--- src/rtl/muldiv_seq_if.sv ---
// Issue/result bundle between the EX stage and the multi-cycle multiply/divide sequencer.
// EX drives the master side; the sequencer is the slave.
interface muldiv_seq_if #(
  parameter int WIDTH = 32
);
  logic             start;
  logic [2:0]       op;
  logic [WIDTH-1:0] a;
  logic [WIDTH-1:0] b;
  logic             flush;
  logic             stall;
  logic             busy;
  logic             done;
  logic [WIDTH-1:0] result;
  logic             div_zero;

  modport master (
    output start, op, a, b, flush,
    input  stall, busy, done, result, div_zero
  );

  modport slave (
    input  start, op, a, b, flush,
    output stall, busy, done, result, div_zero
  );
endinterface

--- src/rtl/muldiv_seq.sv ---
// Iterative radix-2 shift-add multiplier and restoring divider on operand magnitudes.
// The sign is applied in a single fixup cycle after WIDTH iterations.
module muldiv_seq #(
  parameter int WIDTH = 32
) (
  input  logic         clk,
  input  logic         rst,
  muldiv_seq_if.slave  bus
);
  localparam int CNT_W = $clog2(WIDTH);

  typedef enum logic [1:0] {S_IDLE, S_CALC, S_FIXUP, S_DONE} state_t;

  state_t r_state, w_next;

  logic             r_is_div, r_sel_hi, r_sa, r_sb, r_div_zero;
  logic [WIDTH-1:0] r_ma, r_mb, r_hi, r_lo, r_result;
  logic [CNT_W-1:0] r_cnt;

  logic             w_is_div, w_is_uns, w_sel_hi, w_sa, w_sb, w_b_zero, w_accept;
  logic [WIDTH-1:0] w_abs_a, w_abs_b;
  logic [WIDTH:0]   w_sum, w_rem_sh;
  logic             w_borrow;
  logic [WIDTH-1:0] w_diff, w_quo, w_rem;
  logic [2*WIDTH-1:0] w_prod;
  logic             w_stall, w_busy, w_done;

  assign {w_is_div, w_is_uns, w_sel_hi} = bus.op;
  assign w_sa     = bus.a[WIDTH-1] & ~w_is_uns;
  assign w_sb     = bus.b[WIDTH-1] & ~w_is_uns;
  assign w_abs_a  = w_sa ? -bus.a : bus.a;
  assign w_abs_b  = w_sb ? -bus.b : bus.b;
  assign w_b_zero = (bus.b == '0);
  assign w_accept = (r_state == S_IDLE) & bus.start & ~bus.flush;

  // Multiply step: {hi,lo} holds the partial product with the multiplier shifting out of lo.
  assign w_sum    = {1'b0, r_hi} + (r_lo[0] ? {1'b0, r_ma} : '0);

  // Divide step: {hi,lo} holds {remainder, dividend/quotient}.
  assign w_rem_sh = {r_hi, r_lo[WIDTH-1]};
  assign w_borrow = (w_rem_sh < {1'b0, r_mb});
  assign w_diff   = w_rem_sh[WIDTH-1:0] - r_mb;

  assign w_prod   = (r_sa ^ r_sb) ? -{r_hi, r_lo} : {r_hi, r_lo};
  assign w_quo    = (r_sa ^ r_sb) ? -r_lo : r_lo;
  assign w_rem    = r_sa ? -r_hi : r_hi;

  always_ff @(posedge clk) begin
    // NOTE: sequential state uses non-blocking assignments so every register samples pre-edge values.
    if (rst) r_state <= S_IDLE;
    else     r_state <= w_next;
  end

  always_comb begin
    // NOTE: every output of this block gets a default first, so no path can infer a latch.
    w_next  = r_state;
    w_stall = 1'b0;
    w_busy  = 1'b1;
    w_done  = 1'b0;
    case (r_state)
      S_IDLE: begin
        w_busy  = 1'b0;
        w_stall = w_accept;
        if (w_accept) w_next = (w_is_div & w_b_zero) ? S_DONE : S_CALC;
      end
      S_CALC: begin
        w_stall = 1'b1;
        if (r_cnt == '0) w_next = S_FIXUP;
      end
      S_FIXUP: begin
        w_stall = 1'b1;
        w_next  = S_DONE;
      end
      S_DONE: begin
        w_done = 1'b1;
        w_next = S_IDLE;
      end
      default: w_next = S_IDLE;
    endcase
    if (bus.flush) w_next = S_IDLE;
  end

  always_ff @(posedge clk) begin
    if (rst) begin
      r_is_div   <= 1'b0;
      r_sel_hi   <= 1'b0;
      r_sa       <= 1'b0;
      r_sb       <= 1'b0;
      r_div_zero <= 1'b0;
      r_ma       <= '0;
      r_mb       <= '0;
      r_hi       <= '0;
      r_lo       <= '0;
      r_result   <= '0;
      r_cnt      <= '0;
    end else if (!bus.flush) begin
      case (r_state)
        S_IDLE: if (w_accept) begin
          r_is_div   <= w_is_div;
          r_sel_hi   <= w_sel_hi;
          r_sa       <= w_sa;
          r_sb       <= w_sb;
          r_ma       <= w_abs_a;
          r_mb       <= w_abs_b;
          r_hi       <= '0;
          r_lo       <= w_is_div ? w_abs_a : w_abs_b;
          r_cnt      <= CNT_W'(WIDTH - 1);
          r_div_zero <= w_is_div & w_b_zero;
          // Divide by zero skips the datapath; the result is known at accept.
          if (w_is_div & w_b_zero) r_result <= w_sel_hi ? bus.a : '1;
        end
        S_CALC: begin
          r_cnt <= r_cnt - CNT_W'(1);
          if (r_is_div) begin
            r_hi <= w_borrow ? w_rem_sh[WIDTH-1:0] : w_diff;
            r_lo <= {r_lo[WIDTH-2:0], ~w_borrow};
          end else begin
            r_hi <= w_sum[WIDTH:1];
            r_lo <= {w_sum[0], r_lo[WIDTH-1:1]};
          end
        end
        S_FIXUP: begin
          if (r_is_div) r_result <= r_sel_hi ? w_rem : w_quo;
          else          r_result <= r_sel_hi ? w_prod[2*WIDTH-1:WIDTH] : w_prod[WIDTH-1:0];
        end
        default: ;
      endcase
    end
  end

  assign bus.stall    = w_stall;
  assign bus.busy     = w_busy;
  assign bus.done     = w_done;
  assign bus.result   = r_result;
  assign bus.div_zero = r_div_zero & w_done;
endmodule

--- src/flat_wrapper.sv ---
// flat-port wrapper written by rule: the top's interface ports become plain ports
module muldiv_seq_flat 
#(
  parameter int WIDTH = 32
)
  (clk, rst, bus_start, bus_op, bus_a, bus_b, bus_flush, bus_stall, bus_busy, bus_done, bus_result, bus_div_zero);
  muldiv_seq_if #(.WIDTH(WIDTH)) bus_i ();
  input  logic clk;
  input  logic rst;
  input wire logic [$bits(bus_i.start)-1:0] bus_start;
  input wire logic [$bits(bus_i.op)-1:0] bus_op;
  input wire logic [$bits(bus_i.a)-1:0] bus_a;
  input wire logic [$bits(bus_i.b)-1:0] bus_b;
  input wire logic [$bits(bus_i.flush)-1:0] bus_flush;
  output wire logic [$bits(bus_i.stall)-1:0] bus_stall;
  output wire logic [$bits(bus_i.busy)-1:0] bus_busy;
  output wire logic [$bits(bus_i.done)-1:0] bus_done;
  output wire logic [$bits(bus_i.result)-1:0] bus_result;
  output wire logic [$bits(bus_i.div_zero)-1:0] bus_div_zero;
  assign bus_i.start = bus_start;
  assign bus_i.op = bus_op;
  assign bus_i.a = bus_a;
  assign bus_i.b = bus_b;
  assign bus_i.flush = bus_flush;
  assign bus_stall = bus_i.stall;
  assign bus_busy = bus_i.busy;
  assign bus_done = bus_i.done;
  assign bus_result = bus_i.result;
  assign bus_div_zero = bus_i.div_zero;
  muldiv_seq #(.WIDTH(WIDTH)) u_core (.clk(clk), .rst(rst), .bus(bus_i));
endmodule
--- config.mk ---
export PLATFORM = sky130hd
export DESIGN_NAME = muldiv_seq_flat
export DESIGN_NICKNAME = d
export VERILOG_FILES = /design/src/rtl/muldiv_seq_if.sv /design/src/rtl/muldiv_seq.sv /design/src/flat_wrapper.sv
export SDC_FILE = /design/constraint.sdc
export NUM_CORES = 1
export LEC_CHECK = 0
export CORE_MARGIN = 8
export CORE_UTILIZATION = 44
export DETAILED_ROUTE_END_ITERATION = 7
export SLEW_MARGIN = 20
export SYNTH_ARGS = -nofsm -noshare
export SYNTH_HDL_FRONTEND = slang
export SYNTH_SLANG_ARGS = --single-unit
--- constraint.sdc ---
create_clock -name clk -period 4.7 [get_ports clk]
set_input_delay 0.47 -clock clk [delete_from_list [all_inputs] [get_ports clk]]
set_output_delay 0.47 -clock clk [all_outputs]
set_load 0.1 [all_outputs]
======== Yosys cells after proc, flatten, opt, wreduce, memory -nomap -nowiden ========
Cells that the tools add are included.
storage, ports and cells
  flip-flop bits (word level) ............. 172
  input bits .............................. 71
  output and inout port bits .............. 36
  word-level logic and storage cells ...... 78
operators by class
  add/sub/neg operators ................... 8
  order comparisons ....................... 1
  eq/ne operators ......................... 6
  muxes and demuxes ....................... 30
  bitwise gates (word level) .............. 10
  reductions and logical operators ........ 11
operators by type and width
  cell                                                                      count
  32-bit two-way mux                                                        17
  32-bit case mux with 2 select lines                                       3
  32-bit negation                                                           4
  64-bit two-way mux                                                        1
  64-bit negation                                                           1
  32-bit by 33-bit adder with 33-bit output                                 1
  33-bit by 32-bit less-than comparator with 1-bit output                   1
  32-bit zero test                                                          1
  32-bit subtractor                                                         1
  5-bit case mux with 2 select lines                                        1
  2-bit case mux with 4 select lines                                        1
  1-bit AND                                                                 6
  2-bit two-way mux                                                         3
  3-bit AND reduction                                                       2
  5-bit zero test                                                           1
  5-bit two-way mux                                                         1
  5-bit by 1-bit subtractor with 5-bit output (second input constant)       1
  2-bit == test (second input constant)                                     2
  2-bit by 1-bit inequality test with 1-bit output (second input constant)  2
  4-bit AND reduction                                                       1
  2-bit nonzero test                                                        2
  2-bit OR reduction                                                        2
  1-bit inverter                                                            3
  2-bit by 1-bit == test with 1-bit output (second input constant)          1
  other kinds (6)                                                           7

======== Depth between registers and ports, before layout ========
  word-level depth ........................ 6
  depth in mapped cells ................... 15
  depth with buffers taken out ............ 13

======== Least setup slack after synthesis ========
Ideal clock, no wire load.
  path type ............................... register to output
  start ................................... register u_core.r_state[0]
  end ..................................... output bus_stall
  arrival ................................. 2.944 ns
  data required time ...................... 4.230 ns
  path slack .............................. 1.286 ns
  stages on the path, launching flop included .. 9
  buffers on the path ..................... 3
  cell sequence ........................... dfxtp_1 inv_1 ha_1 and3_1 clkbuf_1 clkbuf_1 buf_1 nor2_1 nor2_1
on the way
  cells in the longest elaborated chain, start to end .. 4
  elaborated cells on any way between the ends .. 7
  those cells by class .................... eq/ne: 2; mux: 1; bitwise: 2; reduce/logical: 2
RTL lines
  element                               line                                text
  from (decl)                           muldiv_seq.sv:14                    state_t r_state, w_next;
  from (signal assigned)                muldiv_seq.sv:51                    else r_state <= w_next;
  2-bit zero test                       muldiv_seq.sv:34, muldiv_seq.sv:60
  1-bit AND (2 in series)               muldiv_seq.sv:34                    assign w_accept = (r_state == S_IDLE) & bus.start & ~bus.flush;
  1-bit case mux with 2 select lines *  muldiv_seq.sv:60                    case (r_state)
  to (decl)                             flat_wrapper.sv:15                  output wire logic [$bits(bus_i.stall)-1:0] bus_stall;
Mark *: on every way between the ends. The rest lies on a longest branch, timed or not.

======== Final worst setup path ========
  start ................................... register u_core.r_lo[0]
  end ..................................... register u_core.r_hi[30]
on the way
  cells in the longest elaborated chain, start to end .. 4
RTL lines
  element                                    line               text
  from (decl)                                muldiv_seq.sv:17   logic [WIDTH-1:0] r_ma, r_mb, r_hi, r_lo, r_result;
  from (signal assigned)                     muldiv_seq.sv:106  r_lo <= w_is_div ? w_abs_a : w_abs_b;
  from (signal assigned)                     muldiv_seq.sv:116  r_lo <= {r_lo[WIDTH-2:0], ~w_borrow};
  from (signal assigned)                     muldiv_seq.sv:119  r_lo <= {w_sum[0], r_lo[WIDTH-1:1]};
  32-bit two-way mux                         muldiv_seq.sv:37   assign w_sum = {1'b0, r_hi} + (r_lo[0] ? {1'b0, r_ma} : '0);
  32-bit by 33-bit adder with 33-bit output  muldiv_seq.sv:37
  32-bit two-way mux                         muldiv_seq.sv:114  if (r_is_div) begin
  32-bit case mux with 2 select lines        muldiv_seq.sv:97   case (r_state)
  to (signal assigned)                       muldiv_seq.sv:115  r_hi <= w_borrow ? w_rem_sh[WIDTH-1:0] : w_diff;
  to (signal assigned)                       muldiv_seq.sv:118  r_hi <= w_sum[WIDTH:1];
  to (decl)                                  muldiv_seq.sv:17
No other way between the ends.
A chain may end at the register's enable or synchronous reset.

==> flow_metrics.py <==
metrics = {
    "global_route": {
        "grt_overflow": 0,
        "grt_pass1_vias": 13980,
        "use_met1_pct": 39.85,
        "grt_use_met3_pct": 5.365,
        "grt_max_degree": 86,
        "use_met2_pct": 45.65,
        "gr-usage-all-layers_pct": 29.08,
        "busiest_layer": "met2",
        "antenna_found_initial": 1,
        "grt_pass1_wl_mm": 87.42,
    },
    "detailed_routing": {
        "first_pass_iters": 8,
        "wirelength_mm": 58.68,
        "drc": 2,
        "initialDrtViolationCount": 1609,
        "drtAntennaViolNets": 0,
        "drt-wirelength-per-cell_um": 23.86,
        "vias": 15310,
        "vias_per_cell": 6.224,
    },
    "final_layout": {
        "area_delta_synth_final_pct": 14.27,
        "antenna_cells": 0,
        "instances_no_fill": 2459,
        "finalNetCount": 2153,
        "fin_util_pct": 51.07,
        "final_cell_area_um2": 16620,
        "layout-drive-gt1-share_pct": 6.197,
        "fillers": 3299,
    },
    "sta": {
        "finClkSkew_ps": 14.36,
        "hold_viol_final": 0,
        "fin_hold_ws_ps": 453.6,
        "timing.fmax_ghz": 0.2550,
        "setup_viol": 0,
        "fin_ws_ps": 779.1,
        "final_max_slew_viol_count": 0,
        "rsz0062_at_grt": "false",
        "max_slew_margin_pct": 30.04,
        "timing.final.crit_share_pct": 83.42,
        "final.setup.tns_ps": 0,
        "period_minus_slack_ps": 3921,
        "worst_pin_slew_ps": 1046,
    },
    "floorplan": {
        "start_util_pct": 44.69,
        "core-area_um2": 32540,
        "rows": 66,
        "die_width_um": 197.8,
        "die-area_um2": 39120,
        "io_pins": 107,
        "die_h_um": 197.8,
    },
    "synth": {
        "yosysSeqAreaShare_pct": 23.68,
        "yosys_warnings": 0,
        "synth_edf_count": 0,
        "syn_area_um2": 14540,
        "synthArstFlopShare_pct": 0,
        "synth_nets": 2101,
        "avgSynthCellArea_um2": 7.446,
        "ys.flop_type": "dfxtp_1",
        "yosysUniqueCellTypes": 79,
        "syn_inst": 1953,
        "synth_seq_cells": 172,
    },
    "clocking": {
        "cts_hold_buf": 0,
        "cts_sinks": 172,
        "cts_tree": "yes",
        "cts-htree-levels": 4,
        "cts_resized": 0,
        "clkLatencyLatePin_ps": 460,
        "clock_path_buffers": 2,
        "clkSlewWorstSetupHoldPaths_ps": 70,
        "cts_setup_buffers": 0,
        "root_buffer": "clkbuf_16",
        "cts_buffers": 17,
    },
    "setup_path": {
        "crit_required_ps": 5000,
        "path_cells": "buf_4 > nand2_1 > inv_1 > ha_1 > a21o_1 > o21ai_0 > a211oi_1 > o2111a_1 > o31ai_1 > o31ai_1 > mux2i_1 > o21ai_0 > o211ai_1",
        "r2r-start": "u_core.r_lo[0]",
        "worstPathMaxFanout": 32,
        "worst_r2r_path_depth": 13,
        "regToRegSetupSlack_ps": 780,
        "critPathArrivalTime_ps": 4220,
        "end_kind": "register",
        "criticalPathCategory": "reg -> reg",
        "r2r-end": "u_core.r_hi[30]",
        "crit_slowest_cell": "o31ai_1",
        "cpPeakStageDelay_ps": 590,
        "startpoint_type": "register",
    },
    "placed_design": {
        "dpl-instance-area_um2": 16070,
        "place.port_buffers": 106,
        "gp_congestion": 0.9952,
        "dpl.cell_count": 2428,
        "dp.final_hpwl_mm": 46.20,
        "dp_slack_ps": 586.7,
    },
    "worst_hold_path": {
        "holdCritPathClass": "reg -> reg",
        "hold_start": "u_core.r_div_zero",
        "hold_depth": 2,
        "min_to": "u_core.r_div_zero",
    },
    "power_and_ir_drop": {
        "p_total_mw": 4.251,
        "leakage_nw": 6.447,
        "peakVddDrop_uv": 274.1,
        "power.density_nw_per_um2": 255.8,
    },
    "run_status": {
        "status": "complete, but fails checks",
        "violations": "DRC",
    },
    "run": {
        "drv_cap": 0,
    },
}
==> Yosys cell counts (7+ instances only) <==
library cell / count / area share (%)
o21a_1: 12 / 0.62
o22ai_1: 19 / 0.82
nand2b_1: 25 / 1.1
o221ai_1: 14 / 0.84
inv_1: 75 / 1.9
o41ai_1: 10 / 0.60
xnor2_1: 99 / 6.0
mux2_2: 14 / 1.1
nand4_1: 12 / 0.52
nor4_1: 14 / 0.60
a21oi_1: 166 / 5.7
or4_1: 17 / 0.88
o31ai_1: 26 / 1.3
mux2i_1: 49 / 3.4
nor2_1: 232 / 6.0
nor2b_1: 13 / 0.56
a211o_1: 9 / 0.54
nand2_1: 143 / 3.7
and3_1: 9 / 0.39
a22oi_1: 16 / 0.83
o211ai_1: 18 / 0.93
buf_1: 9 / 0.23
a21o_1: 28 / 1.4
a211oi_1: 118 / 6.1
nor3_1: 69 / 2.4
nand3_1: 35 / 1.2
dfxtp_1: 172 / 24
ha_1: 75 / 6.5
o21ai_0: 94 / 3.2
and2_1: 38 / 1.6
xor2_1: 71 / 4.3
buf_2: 7 / 0.24
a31oi_1: 21 / 0.90
clkbuf_1: 106 / 2.7
or3_1: 15 / 0.65
==> cell type report <==
type | instances | area [µm²] | area share (%)
Sequential cell | 172 | 3445 | 20.73
Inverter | 77 | 289.0 | 1.739
Tap cell | 442 | 553.0 | 3.328
Clock inverter | 13 | 108.9 | 0.6551
Clock buffer | 18 | 439.2 | 2.643
Multi-Input combinational cell | 1580 | 10350 | 62.28
Timing Repair Buffer | 157 | 1434 | 8.629
==> kinds of logic (layout without fill, tap and decap cells) <==
logic type	Yosys count	count (layout)	share of synthesized area [%]
simple gates	656	656	21.78
compound gates	614	614	27.79
buf+inv	201	265	5.326
flops	172	172	23.68
xor+xnor	170	170	10.24
fa+ha+maj	77	77	6.729
mux	63	63	4.457
==> layer usage <==
layer  wire length, µm  vias up
met5                13        -
met4              1565        2
met3              4679       88
met2             26360      669
met1             26060     7333
li1                  -     7213
==> worst max-delay path, delay by kind of cell (launching register included) <==
family,cells,cell delay (ps)
AND/OR/NAND/NOR,1,150
flip-flops,1,550
multiplexers,1,140
adder cells (fa/ha/maj),1,230
AO/OA/AOI/OAI,8,2210
buffers and inverters,2,450
==> power breakdown <==
group          switching (mW)  internal [mW]
logic                   0.795          0.437
registers              0.0862           1.54
clock network           0.689          0.703
total                    1.57           2.68
==> how the worst max path moves through the flow <==
stage	start	slack [ps]	to	cells after the start
detailed placement	bus_b[6]	590	u_core.bus.result[13]	10
floorplan	u_core.r_state[0]	1290	bus_stall	8
global placement	bus_b[6]	640	u_core.bus.result[27]	10
global route	u_core.r_lo[0]	520	u_core.r_hi[30]	13
CTS	u_core.r_lo[0]	840	u_core.r_hi[30]	13
finish	u_core.r_lo[0]	780	u_core.r_hi[30]	13
==> registers in the layout, indices dropped and copies added (netlist names) <==
register           count
u_core.r_ma           32
u_core.r_lo           32
u_core.r_state         2
u_core.r_sel_hi        1
u_core.r_hi           32
u_core.r_mb           32
u_core.bus.result     32
u_core.r_sb            1
u_core.r_sa            1
u_core.r_is_div        1
u_core.r_cnt           5
u_core.r_div_zero      1
==> placed cells by master (no fill, tap or decap), types with 39 or more instances in the layout <==
cell / count
nand2_1: 143
buf_4: 53
mux2i_1: 49
ha_1: 75
xnor2_1: 99
xor2_1: 71
and2_1: 39
clkdlybuf4s50_1: 103
a21oi_1: 166
o21ai_0: 94
a211oi_1: 118
nor3_1: 68
inv_1: 75
dfxtp_1: 171
nor2_1: 231
Power figures use the tool's default switching activity.
